==> config.mk <==
export PLATFORM = sky130hd
export DESIGN_NAME = ysyx_25040129_wbu_multi
export DESIGN_NICKNAME = d
export VERILOG_FILES = /design/src/rtl/ysyx_25040129_wbu_multi.sv
export SDC_FILE = /design/constraint.sdc
export NUM_CORES = 1
export LEC_CHECK = 0
export ABC_AREA = 1
export BUFFER_PORTS_ARGS = -buffer_cell sky130_fd_sc_hd__buf_2
export CAP_MARGIN = 0
export CORE_MARGIN = 5
export CORE_UTILIZATION = 23
export DETAILED_ROUTE_END_ITERATION = 16
export GPL_TIMING_DRIVEN = 1
export SKIP_CTS_REPAIR_TIMING = 1
export SYNTH_ARGS = -nofsm -noshare
export SYNTH_HDL_FRONTEND = slang
export SYNTH_SLANG_ARGS = --single-unit
==> constraint.sdc <==
create_clock -name clock -period 1.5 [get_ports clock]
set_input_delay 0.15 -clock clock [delete_from_list [all_inputs] [get_ports clock]]
set_output_delay 0.15 -clock clock [all_outputs]
set_load 0.02 [all_outputs]
==> src/rtl/ysyx_25040129_wbu_multi.sv <==
// Multi-channel writeback unit: round-robin arbitration over NCH producers into a
// single registered GPR/CSR write port, with forwarding, retire counting and ebreak halt.
module ysyx_25040129_wbu_multi #(
  parameter int NCH      = 2,
  parameter int REGS_DIG = 5,
  parameter int CSR_DIG  = 12,
  parameter int CNT_W    = 32
) (
  input  logic                    clock,
  input  logic                    reset,
  input  logic [NCH-1:0]          in_valid,
  output logic [NCH-1:0]          in_ready,
  input  logic [NCH*REGS_DIG-1:0] in_rd,
  input  logic [NCH*32-1:0]       in_result,
  input  logic [NCH-1:0]          in_reg_write,
  input  logic [NCH-1:0]          in_csr_write,
  input  logic [NCH*CSR_DIG-1:0]  in_csr_addr,
  input  logic [NCH-1:0]          in_ebreak,
  output logic [REGS_DIG-1:0]     rd_out,
  output logic [31:0]             result_out,
  output logic                    reg_write_out,
  output logic                    csr_write_out,
  output logic [CSR_DIG-1:0]      csr_addr_out,
  output logic                    fwd_valid,
  output logic [31:0]             fwd_data,
  output logic [CNT_W-1:0]        retire_cnt,
  output logic                    halted
);

  localparam int RR_W = (NCH > 1) ? $clog2(NCH) : 1;

  // Valid/ready: a request transfers on a rising edge where in_valid[i] && in_ready[i];
  // a producer must hold valid and payload stable until that edge. in_ready never
  // depends on downstream because the register and CSR files take a write every cycle.

  typedef enum logic {
    ST_RUN  = 1'b0,
    ST_HALT = 1'b1
  } state_t;

  state_t              r_state;
  logic [RR_W-1:0]     r_rr;
  logic [REGS_DIG-1:0] r_rd;
  logic [31:0]         r_result;
  logic                r_reg_write;
  logic                r_csr_write;
  logic [CSR_DIG-1:0]  r_csr_addr;
  logic [CNT_W-1:0]    r_retire;

  int                  w_idx;
  logic                w_found;
  logic                w_accept;
  logic [RR_W-1:0]     w_grant;
  logic [RR_W-1:0]     w_rr_next;
  logic [REGS_DIG-1:0] w_rd;
  logic [31:0]         w_result;
  logic                w_reg_write;
  logic                w_csr_write;
  logic [CSR_DIG-1:0]  w_csr_addr;
  logic                w_ebreak;
  logic                w_can_grant;

  assign w_can_grant = (r_state == ST_RUN) && !reset;

  // Search rr, rr+1, ... wrapping; the first valid channel wins and its payload is muxed out.
  always_comb begin
    w_idx       = 0;
    w_found     = 1'b0;
    w_grant     = '0;
    w_rd        = '0;
    w_result    = '0;
    w_reg_write = 1'b0;
    w_csr_write = 1'b0;
    w_csr_addr  = '0;
    w_ebreak    = 1'b0;
    in_ready    = '0;
    for (int k = 0; k < NCH; k++) begin
      w_idx = int'(r_rr) + k;
      if (w_idx >= NCH) w_idx = w_idx - NCH;
      if (!w_found && in_valid[w_idx]) begin
        w_found     = 1'b1;
        w_grant     = RR_W'(w_idx);
        w_rd        = in_rd[w_idx*REGS_DIG +: REGS_DIG];
        w_result    = in_result[w_idx*32 +: 32];
        w_reg_write = in_reg_write[w_idx];
        w_csr_write = in_csr_write[w_idx];
        w_csr_addr  = in_csr_addr[w_idx*CSR_DIG +: CSR_DIG];
        w_ebreak    = in_ebreak[w_idx];
        in_ready[w_idx] = w_can_grant;
      end
    end
  end

  assign w_accept = w_found && w_can_grant;

  always_comb begin
    w_rr_next = '0;
    if (NCH > 1 && w_grant != RR_W'(NCH - 1)) w_rr_next = w_grant + RR_W'(1);
  end

  always_ff @(posedge clock) begin
    if (reset) begin
      r_state     <= ST_RUN;
      r_rr        <= '0;
      r_rd        <= '0;
      r_result    <= '0;
      r_reg_write <= 1'b0;
      r_csr_write <= 1'b0;
      r_csr_addr  <= '0;
      r_retire    <= '0;
    end else begin
      // Write enables are single-cycle pulses; data holds between retirements.
      r_reg_write <= 1'b0;
      r_csr_write <= 1'b0;
      if (w_accept) begin
        r_rr        <= w_rr_next;
        r_rd        <= w_rd;
        r_result    <= w_result;
        r_csr_addr  <= w_csr_addr;
        r_reg_write <= w_reg_write && (w_rd != '0);
        r_csr_write <= w_csr_write;
        r_retire    <= r_retire + CNT_W'(1);
        if (w_ebreak) r_state <= ST_HALT;
      end
    end
  end

  assign rd_out        = r_rd;
  assign result_out    = r_result;
  assign reg_write_out = r_reg_write;
  assign csr_write_out = r_csr_write;
  assign csr_addr_out  = r_csr_addr;
  assign fwd_valid     = r_reg_write;
  assign fwd_data      = r_result;
  assign retire_cnt    = r_retire;
  assign halted        = (r_state == ST_HALT);

endmodule

# Word level (Yosys, flattened, before mapping)
# Index checks and enable logic that the tools add are counted.
dict set report op_classes {
  n_lt_le_gt_ge 6
  addsub 5
  mul 4
  n_reduce_logical 11
  mux 50
  bitwise_logic 3
  shift 6
}
# cell count
set op_table {}
lappend op_table {{$mux 32} 4}
lappend op_table {{$shiftx 64x32->32} 2}
lappend op_table {{$ge 32x1->1 const B} 2}
lappend op_table {{$lt 32x3->1 const B} 2}
lappend op_table {{$mul 32x3->30 const B} 2}
lappend op_table {{$mul 32x4->32 const B} 2}
lappend op_table {{$shiftx 10x32->5} 2}
lappend op_table {{$shiftx 24x32->12} 2}
lappend op_table {{$mux 1} 37}
lappend op_table {{$add 32x1->32 const B} 1}
lappend op_table {{$mux 12} 2}
lappend op_table {{$mux 5} 2}
lappend op_table {{$logic_and 1x1->1} 6}
lappend op_table {{$reduce_bool 5->1} 1}
lappend op_table {{$mux 2} 2}
lappend op_table {{$sub 1x2->3 const B} 1}
lappend op_table {{$sub 2x2->3 const B} 1}
lappend op_table {{$add 1x1->2 const B} 1}
lappend op_table {{$and 2x2->2} 1}
lappend op_table {{$bwmux 2} 1}
lappend op_table {{$demux 1 s1} 2}
lappend op_table {{$ge 1x2->1 const B} 1}
lappend op_table {{$ge 2x2->1 const B} 1}
lappend op_table {{$logic_not 1->1} 2}
lappend op_table {{other kinds (4)} 5}
dict set report word_totals {
  out_inout_bits 119
  elab_cells 93
  ff_bits 85
}

# Logic depth before layout (Yosys ltp)
dict set report logic_depth {
  depth_word 12
  ltp_mapped 10
  mapped_depth_nobuf 10
}

# Least setup slack after synthesis
# No wires, ideal clock.
dict set report synth_path {
  path_kind {register to register}
  start {register r_retire[0] (netlist: retire_cnt[0])}
  end {register r_retire[30] (netlist: retire_cnt[30])}
  n_path_buf 0
  t_arrival_ns 1.457
  slack_ns -0.072
  synth_period_minus_slack_ns 1.572
  path_stages_with_launch 9
  cell_sequence {dfxtp_1 ha_1 nand3_1 nor2_1 nand2_1 nor2_1 nand3_1 nand2_1 nor2_1}
}
dict set report synth_between {
  elab_chain_cells 1
}
# element line_no
set synth_rtl {}
lappend synth_rtl {{start: declaration} 48} ;# logic [CNT_W-1:0] r_retire;
lappend synth_rtl {{start signal: assignment} 122} ;# r_retire <= r_retire + CNT_W'(1);
lappend synth_rtl {{$add 32x1->32} 122}
# No other way between the ends.
# A chain may end at the register's enable or synchronous reset.

==> impl_metrics.toml <==
[global_routing]
grt_pass1_wl_um = 31600
grt_max_degree = 78
grt_usage_pct = 13.7
first_global_vias = 6223
gr-total-overflow = 0
antenna_found_initial = 3

[job]
drv_cap = 0

[yosys]
synthesis.nets = 1039
synth_warnings = 0
netlist-cell-type-count = 27
async_reset_ff_share_pct = 0
ys.flop_type = "dfxtp_1"
synth-seq-area-share_pct = 30.4
avgSynthCellArea_um2 = 6.02
synth_seq_cells = 85
synth_edf_count = 0
syn-cell-area_um2 = 5600
synthCells = 930

[outcome]
status = "finished, final reports clean"

[floorplanning]
core_um2 = 24100
ios = 227
start_util_pct = 23.2
die_y_um = 166
row_count = 57
die_w_um = 166
die_area_um2 = 27500

[setup_path]
crit_arrival_ns = 1.78
worstSetupPathType = "reg2reg"
crit_path_end_kind = "flop"
cpMaxStageDelayCell = "dfxtp_4"
start_kind = "flop"
required_ns = 1.78
crit_fanout = 8
slowest_delay_ns = 0.45
crit_chain = "buf_6, nand2_2, a21oi_4, buf_8, clkbuf_16, nand2_1, a21oi_2"

[sta]
worst_pin_slew_ns = 0.303
slew_violations = 0
rsz0062_at_grt = "yes"
finalHoldViolCount = 0
setup_viol = 0
min_period_ns = 1.49
max_clock_freq_mhz = 669
min_period_over_period_pct = 99.6
max-slew-margin-rel_pct = 79.8
fin_ws_ns = 0.00614
skew_ns = 0.0108

[power_and_ir_drop]
p_sw_share_pct = 33.3
fin_total_pwr_mw = 7.27
seq_power_share_pct = 34.4
powerDensity_nw_per_um2 = 920
power.share.combinational_pct = 27.7
p_switching_mw = 2.42
p_leak_nw = 3.80
internal_power_mw = 4.85
pwr-share-clk_pct = 37.9
ir_drop_mv = 0.550

[placement]
dp_slack_ns = 0.00409
io_buffers = 226
hpwl_um = 14100
dp_cells = 1433
place.gp.congestion = 0.860

[route]
wl_um = 21400
ant_nets = 0
viasPerCell = 4.55
wl_per_cell_um = 14.6
num_vias = 6672
drc_errors = 0
drt_iter0_drc = 393
drt_first_pass_iters = 5

[cts]
root_buffer = "clkbuf_16"
clock_path_buffers = 2
path_clk_slew_ns = 0.07
cts.sinks = 85
numCtsBuffers = 9
htree_levels = 3
tritoncts = "yes"
worstSkewPairLatency_ns = 0.35

[layout]
stdcell_count = 1466
drive_gt1_share_pct = 33.9
area_delta_synth_final_pct = 41.2
nNetsFinal = 1243

[hold_path]
hold_class = "in2reg"
[final cells by class]
type                       count  area, µm²
antenna                        3       7.51
inverter                      92        355
fill                        2659      16200
tap                          324        405
timing repair buffer         281       1820
sequential                    85       1720
clock inverter                 6        118
multi-input combinational    665       3240
clock buffer                  10        239
[placed cells by master (no fill, tap or decap), drive strengths merged]
master / instances
bufinv: 3
nand4: 8
ha: 1
o21ai: 157
o21bai: 5
nor3: 4
dfxtp: 85
a31oi: 1
clkinvlp: 1
diode: 3
buf: 274
nand3: 29
nand2: 272
nor3b: 3
inv: 94
o21a: 6
nor2: 66
a21oi: 113
clkbuf: 17
[cell usage after synthesis (2+ instances only)]
master      n  share of area, %
nor3b_1     3              0.40
dfxtp_1    85                30
clkbuf_1   17               1.1
nor2_1     61               4.1
o21ai_0   151                14
buf_6       6               1.2
nand4_1     8              0.89
buf_4      36               4.8
nor3_1      4              0.36
nor2_4      2              0.40
nand3_1    29               2.6
o21bai_1    5              0.67
inv_1      86               5.8
buf_2      28               2.5
a21oi_1   112                10
nand2_1   271                18
inv_2       6              0.40
o21a_1      6              0.80
o21ai_1     4              0.36
nor2_2      3              0.34
[per-layer routing]
metal  GRT usage, %  share of wire (%)
met1           17.0                 43
met2           23.1                 48
met3           2.71                6.5
met4           6.21                2.4
met5              0                  0
[worst max-delay path: cells and delay by family, from the launching register on]
kind / cells / cell delay, ns
buffers and inverters: 3 / 0.50
AND/OR/NAND/NOR: 2 / 0.14
flip-flops: 1 / 0.45
AO/OA/AOI/OAI: 2 / 0.34
[power groups by stage]
| stage | combinational, mW | clock [mW] | sequential (mW) |
|---|---|---|---|
| global route | 2.21 | 2.93 | 2.52 |
| CTS | 1.76 | 2.86 | 2.50 |
| detailed placement | 1.76 | 0 | 2.55 |
| finish | 2.01 | 2.76 | 2.50 |
| global placement | 1.74 | 0 | 2.54 |
| floorplan | 1.03 | 0 | 2.70 |
[kinds of logic after synthesis]
family	synth area share, %
adders and majority gates	0.224
buffers and inverters	15.9
and+or+nand+nor	27.4
DFF	30.4
AOI/OAI and AO/OA	26.1
[sequential cells by signal, summed over array words and instances (netlist names), named ones only]
| register | cells |
|---|---|
| halted | 1 |
| csr_write_out | 1 |
| retire_cnt | 32 |
| rd_out | 5 |
| fwd_data | 32 |
| csr_addr_out | 12 |
| fwd_valid | 1 |
[final timing paths]
check	end	startpoint	cells after the start	slack [ns]
worst min-delay path	csr_addr_out[6]$_SDFFE_PP0P_	in_csr_addr[18]	5	0.17
worst max register to register	fwd_data[4]$_SDFFE_PP0P_	flop	7	0.006
worst min register to register	retire_cnt[7]$_SDFFE_PP0P_	retire_cnt[7]$_SDFFE_PP0P_	1	0.49
worst max-delay path	fwd_data[4]$_SDFFE_PP0P_	flop	7	0.006
[metrics by stage]
step / TNS, ns / utilization (%) / cell area (µm²) / hold slack, ns
4_1_cts: -0.151 / 30.6 / 7370 / 0.143
5_1_grt: -2.16 / 32.8 / 7900 / 0.184
6_report: 0 / 32.8 / 7900 / 0.169
3_3_place_gp: 0 / 29.1 / 7020 / 0.467
3_5_place_dp: 0 / 29.1 / 7020 / 0.476
2_1_floorplan: 0 / - / 5600 / 0.229
No activity file was read; power rests on OpenSTA's default activity.
